[src/rtl/mmio_pkg.sv]
`default_nettype none
// +----------------------------------------------------------------------+
// | mmio_pkg : shared address map, register offsets and region decode    |
// | Revision : 1.0                                                       |
// +----------------------------------------------------------------------+
package mmio_pkg;

  localparam logic [31:0] MMIO_BASE = 32'hFFFF0000;

  localparam logic [7:0] OFF_LED    = 8'h00;
  localparam logic [7:0] OFF_SW     = 8'h04;
  localparam logic [7:0] OFF_SEG    = 8'h08;
  localparam logic [7:0] OFF_TCTRL  = 8'h10;
  localparam logic [7:0] OFF_TLOAD  = 8'h14;
  localparam logic [7:0] OFF_TCOUNT = 8'h18;

  localparam int TCTRL_EN     = 0;
  localparam int TCTRL_RELOAD = 1;
  localparam int TCTRL_EXP    = 2;
  localparam int TCTRL_IE     = 3;

  typedef enum logic [1:0] {
    REGION_UNMAPPED = 2'd0,
    REGION_RAM      = 2'd1,
    REGION_MMIO     = 2'd2
  } region_e;

  // RAM occupies the bottom 2^(ram_aw+2) bytes of the first 64 KiB page.
  function automatic region_e decode_region(input logic [31:0] a, input int unsigned ram_aw);
    logic [15:0] above_ram;
    above_ram = a[15:0] >> (ram_aw + 2);
    if (a[31:16] == 16'h0000 && above_ram == 16'h0000) return REGION_RAM;
    if (a[31:8] == MMIO_BASE[31:8]) return REGION_MMIO;
    return REGION_UNMAPPED;
  endfunction

endpackage
`default_nettype wire

[src/rtl/mmio_timer.sv]
`default_nettype none
// +----------------------------------------------------------------------+
// | mmio_timer : down-counter with optional reload, sticky EXP and irq   |
// | Revision   : 1.0                                                     |
// +----------------------------------------------------------------------+
module mmio_timer
  import mmio_pkg::*;
(
  input  logic        clk,
  input  logic        rst,
  input  logic        we_tctrl_i,
  input  logic        we_tload_i,
  input  logic [31:0] wdata_i,
  output logic [31:0] tctrl_o,
  output logic [31:0] tload_o,
  output logic [31:0] tcount_o,
  output logic        irq_o
);

  logic        en_q, en_d;
  logic        reload_q, reload_d;
  logic        ie_q, ie_d;
  logic        exp_q, exp_d;
  logic [31:0] tload_q, tload_d;
  logic [31:0] tcount_q, tcount_d;
  logic        expire;

  always_comb begin
    tcount_d = tcount_q;
    if (we_tload_i) begin
      tcount_d = wdata_i;
    end else if (en_q && tcount_q != 32'd0) begin
      tcount_d = tcount_q - 32'd1;
    end else if (en_q && reload_q) begin
      tcount_d = tload_q;
    end
  end

  assign expire = (tcount_q == 32'd1) && (tcount_d == 32'd0);

  always_comb begin
    en_d     = en_q;
    reload_d = reload_q;
    ie_d     = ie_q;
    tload_d  = tload_q;
    exp_d    = exp_q;
    if (we_tctrl_i) begin
      en_d     = wdata_i[TCTRL_EN];
      reload_d = wdata_i[TCTRL_RELOAD];
      ie_d     = wdata_i[TCTRL_IE];
      if (wdata_i[TCTRL_EXP]) exp_d = 1'b0;
    end
    if (we_tload_i) tload_d = wdata_i;
    // An expiry on the same edge as a clear must not be lost.
    if (expire) exp_d = 1'b1;
  end

  always_ff @(posedge clk or negedge rst) begin
    if (!rst) begin
      en_q     <= 1'b0;
      reload_q <= 1'b0;
      ie_q     <= 1'b0;
      exp_q    <= 1'b0;
      tload_q  <= 32'd0;
      tcount_q <= 32'd0;
    end else begin
      en_q     <= en_d;
      reload_q <= reload_d;
      ie_q     <= ie_d;
      exp_q    <= exp_d;
      tload_q  <= tload_d;
      tcount_q <= tcount_d;
    end
  end

  always_comb begin
    tctrl_o               = 32'd0;
    tctrl_o[TCTRL_EN]     = en_q;
    tctrl_o[TCTRL_RELOAD] = reload_q;
    tctrl_o[TCTRL_EXP]    = exp_q;
    tctrl_o[TCTRL_IE]     = ie_q;
  end

  assign tload_o  = tload_q;
  assign tcount_o = tcount_q;
  assign irq_o    = exp_q & ie_q;

endmodule
`default_nettype wire

[src/rtl/mmio_bridge.sv]
`default_nettype none
// +----------------------------------------------------------------------+
// | mmio_bridge : CPU address decode to RAM, board registers and timer;  |
// |               timer compiled in only when MMIO_TIMER_EN is defined   |
// | Revision    : 1.0                                                    |
// +----------------------------------------------------------------------+
module mmio_bridge
  import mmio_pkg::*;
#(
  parameter int RAM_AW = 10
) (
  input  logic              clk,
  input  logic              rst,
  input  logic [31:0]       adr,
  input  logic [31:0]       writedata,
  input  logic              MemWrite,
  output logic [31:0]       readdata,
  output logic              mem_we,
  output logic [RAM_AW-1:0] mem_addr,
  output logic [31:0]       mem_wdata,
  input  logic [31:0]       mem_rdata,
  input  logic [15:0]       sw,
  output logic [15:0]       led,
  output logic [31:0]       seg,
  output logic              irq
);

  region_e     region;
  logic [7:0]  offset;
  logic        mmio_wr;
  logic [15:0] led_q, led_d;
  logic [31:0] seg_q, seg_d;
  logic [15:0] sw_meta_q, sw_sync_q;
  logic [31:0] mmio_rdata;
  logic [31:0] tctrl_rd, tload_rd, tcount_rd;

  assign region    = decode_region(adr, RAM_AW);
  assign offset    = adr[7:0];
  assign mmio_wr   = MemWrite && (region == REGION_MMIO);

  assign mem_we    = MemWrite && (region == REGION_RAM);
  assign mem_addr  = adr[RAM_AW+1:2];
  assign mem_wdata = writedata;

  always_comb begin
    led_d = led_q;
    seg_d = seg_q;
    if (mmio_wr && offset == OFF_LED) led_d = writedata[15:0];
    if (mmio_wr && offset == OFF_SEG) seg_d = writedata;
  end

  always_ff @(posedge clk or negedge rst) begin
    if (!rst) begin
      led_q     <= 16'd0;
      seg_q     <= 32'd0;
      sw_meta_q <= 16'd0;
      sw_sync_q <= 16'd0;
    end else begin
      led_q     <= led_d;
      seg_q     <= seg_d;
      sw_meta_q <= sw;
      sw_sync_q <= sw_meta_q;
    end
  end

  assign led = led_q;
  assign seg = seg_q;

`ifdef MMIO_TIMER_EN
  mmio_timer u_timer (
    .clk        (clk),
    .rst        (rst),
    .we_tctrl_i (mmio_wr && offset == OFF_TCTRL),
    .we_tload_i (mmio_wr && offset == OFF_TLOAD),
    .wdata_i    (writedata),
    .tctrl_o    (tctrl_rd),
    .tload_o    (tload_rd),
    .tcount_o   (tcount_rd),
    .irq_o      (irq)
  );
`else
  assign tctrl_rd  = 32'd0;
  assign tload_rd  = 32'd0;
  assign tcount_rd = 32'd0;
  assign irq       = 1'b0;
`endif

  always_comb begin
    mmio_rdata = 32'd0;
    case (offset)
      OFF_LED:    mmio_rdata = {16'd0, led_q};
      OFF_SW:     mmio_rdata = {16'd0, sw_sync_q};
      OFF_SEG:    mmio_rdata = seg_q;
      OFF_TCTRL:  mmio_rdata = tctrl_rd;
      OFF_TLOAD:  mmio_rdata = tload_rd;
      OFF_TCOUNT: mmio_rdata = tcount_rd;
      default:    mmio_rdata = 32'd0;
    endcase
  end

  always_comb begin
    readdata = 32'd0;
    case (region)
      REGION_RAM:  readdata = mem_rdata;
      REGION_MMIO: readdata = mmio_rdata;
      default:     readdata = 32'd0;
    endcase
  end

endmodule
`default_nettype wire

[config.mk]
export PLATFORM = sky130hd
export DESIGN_NAME = mmio_bridge
export DESIGN_NICKNAME = d
export VERILOG_FILES = /design/src/rtl/mmio_pkg.sv /design/src/rtl/mmio_timer.sv /design/src/rtl/mmio_bridge.sv
export SDC_FILE = /design/constraint.sdc
export NUM_CORES = 1
export LEC_CHECK = 0
export ABC_AREA = 1
export CORE_UTILIZATION = 39
export CTS_CLUSTER_DIAMETER = 120
export CTS_CLUSTER_SIZE = 16
export DETAILED_ROUTE_END_ITERATION = 8
export PLACE_DENSITY_LB_ADDON = 0.15
export SETUP_SLACK_MARGIN = 0.1
export SLEW_MARGIN = 20
export SYNTH_ARGS = -nofsm -noshare
export SYNTH_HDL_FRONTEND = slang
export SYNTH_SLANG_ARGS = --single-unit
[constraint.sdc]
create_clock -name clk -period 2.01 [get_ports clk]
set_input_delay 0.402 -clock clk [delete_from_list [all_inputs] [get_ports clk]]
set_output_delay 0.402 -clock clk [all_outputs]
set_load 0.01 [all_outputs]
==> flow_summary.ini <==
[run_status]
status = finished, violations left
violations = setup timing

[cells_and_area]
fill_cells = 838
syn2layout_area_growth_pct = 79.1
final_core_util = 0.721
fin_nets = 906
diodes = 0
final_layout_size_suffix_gt1_frac = 0.361
mostFrequentLayoutCells = clkdlybuf4s50_1, nand2_1, dfrtp_1
mostFrequentLayoutCell = clkdlybuf4s50_1

[floorplanning]
coreArea_um2 = 10900
pin_count = 239
start_util = 0.403
die_h_um = 108
die_x_um = 108
rows = 38
dieArea_um2 = 11700

[synth]
synthTopCellsByArea = dfrtp_1, nand2_1, nand4_1
yosysWarnings = 0
yosysUniqueCellTypes = 23
syn_nets = 651
avgSynthCellArea_um2 = 8.18
syn_inst = 536
yosysTopAreaCell = dfrtp_1
ys_ff_latch = 80
synth_area_um2 = 4380
synth.yosys.seq_area_share = 0.457
synth_top_area_share = 0.457

[drt]
drt_wl_total_um = 16100
drt_iter0_drc = 240
viasPerCell = 5.08
final_antenna_net_count = 0
drc = 0
first_pass_iters = 5
num_vias = 4753
routedWlPerCell_um = 17.2

[clocking]
clk_pin_slew_ns = 0.09
cts-htree-levels = 3
root_buffer = clkbuf_8
cts_tree = done
insertion_delay_ns = 0.35
numCtsBuffers = 9
cts_buffer_depth = 2
clkSinkCount = 80

[run]
maxCapViolations = 0

[setup_path]
crit_chain = buf_6 > nor2_4 > nand3_4 > nor2_4 > buf_6 > buf_6 > buf_6 > nand2_2 > nand3_2 > nand2_2 > nand2_1 > buf_2
critical-path-top-delay-family = simple AND/OR/NAND/NOR gates
slowest_delay_ns = 0.22
worstSetupPathType = in -> out
reg2reg_setup_slack_ns = 1.33
required_ns = 1.61
critPathBufInv = 5
cp_max_fo = 4
crit_top_cell = buf_6
slowest_stage = nor2_4
crit_arrival_ns = 1.66
crit_path_end_kind = output pin
start_kind = input pin

[placement]
hpwl_um = 10500
port_buffers = 237
place.gp.congestion = 0.808

[pwr]
power_frac_clock = 0.383
vdd_ir_drop_max_mv = 0.370
leakagePower_nw = 3.91
pwr-share-seq = 0.468
p_int_w = 0.00266
pwr-share-comb = 0.149
p_per_area_nw_per_um2 = 449
switching_share = 0.244
power_switching_w = 0.000858

[grt]
grt_antenna_before_repair = 0
first_global_vias = 4650
grt-ovfl-total = 0
grt_pass1_wl_um = 24200
grt_max_degree = 51
grt_use_total = 0.274

[sta]
rsz0062_at_grt = yes
max_freq_mhz = 485
setup_tns_ns = -0.333
timing_hold_violations_final = 0
setup_ws_ns = -0.0528
slew_headroom = 0.630
fin_skew_ns = 0.00616
finalMaxSlewViolations = 0
worst_pin_slew_ns = 0.555
fin_crit_sh = 1.03
period_minus_slack_ns = 2.06
setup_violations = 10

[worst_hold_path]
worstHoldPathType = in -> async
## sequential cells by signal (all words and copies together) (netlist names)
register and cells:
led 16, seg 32, sw_sync_q 16, sw_meta_q 16
## synthesized netlist by cell type, drive strengths merged
| cell type | count |
|---|---|
| nand2 | 184 |
| clkbuf | 8 |
| dfrtp | 80 |
| nand3 | 50 |
| conb | 1 |
| o21ai | 16 |
| clkinv | 1 |
| and2 | 1 |
| inv | 29 |
| o211ai | 1 |
| nor2 | 29 |
| nand4 | 66 |
| buf | 70 |
## power by group through the flow
stage               sequential (W)  clock (W)  combinational (W)
floorplan                  0.00168          0           0.000146
global placement           0.00168          0           0.000476
detailed placement         0.00168          0           0.000484
CTS                        0.00165    0.00137           0.000497
global route               0.00165    0.00144           0.000559
finish                     0.00165    0.00135           0.000524
## worst register-to-register path, delay by kind of cell (launching register included)
kind | cells | cell delay (ns)
flip-flops | 1 | 0.44
AND/OR/NAND/NOR | 2 | 0.13
## per-stage QoR
step,cells,hold slack (ns),worst slack (ns),instance area (um2),power [W]
after floorplan,536,0.106,0.263,4380,0.00182
after global placement,877,0.332,-0.762,6800,0.00216
after detailed placement,877,0.335,-0.798,6800,0.00217
after CTS,930,0.0106,-0.0300,7500,0.00351
after global routing,936,0.0325,-0.114,7850,0.00365
final,936,0.00564,-0.0528,7850,0.00352
## metal layers
metal / vias up / GRT usage / routed length [um]
met4: 0 / 0.0793 / 256
met3: 19 / 0.0561 / 1310
met2: 207 / 0.464 / 8170
met5: - / 0 / 0
li1: 2238 / - / -
met1: 2289 / 0.353 / 6370
## area by class of cell
type | instances | area, um2 | share of cell area
clock buffer | 9 | 124 | 0.0158
sequential | 80 | 2000 | 0.255
clock inverter | 7 | 101 | 0.0129
timing repair buffer | 322 | 3200 | 0.407
inverter | 30 | 118 | 0.0150
multi-input combinational | 348 | 2130 | 0.271
tap | 140 | 175 | 0.0223
## final timing paths
kind,start,to,cells past startpoint
setup / recovery,adr[6],readdata[4],12
hold / removal,rst,seg[29],1
setup reg to reg,led[13],led[13],2
hold reg to reg,sw_meta_q[10],sw_sync_q[10],0
max in group asynchronous,rst,led[1],2
min in group clk,sw_meta_q[10],sw_sync_q[10],0
## cell families (layout without fill, tap and decap cells)
kind of cell | count (synthesis) | after routing | share of synthesized area
and+or+nand+nor | 330 | 330 | 0.362
buffers and inverters | 108 | 368 | 0.152
DFF | 80 | 80 | 0.457
AOI/OAI and AO/OA | 17 | 17 | 0.0285
other | 1 | 1 | 0.000856
## repair_timing
action	4_1_cts	5_1_grt
gates resized for setup	364	70
buffers inserted	32	6
setup endpoints to repair	73	45
pin swaps	58	40
hold buffers	0	0
cloned	5	0
Power figures use the tool's default switching activity.
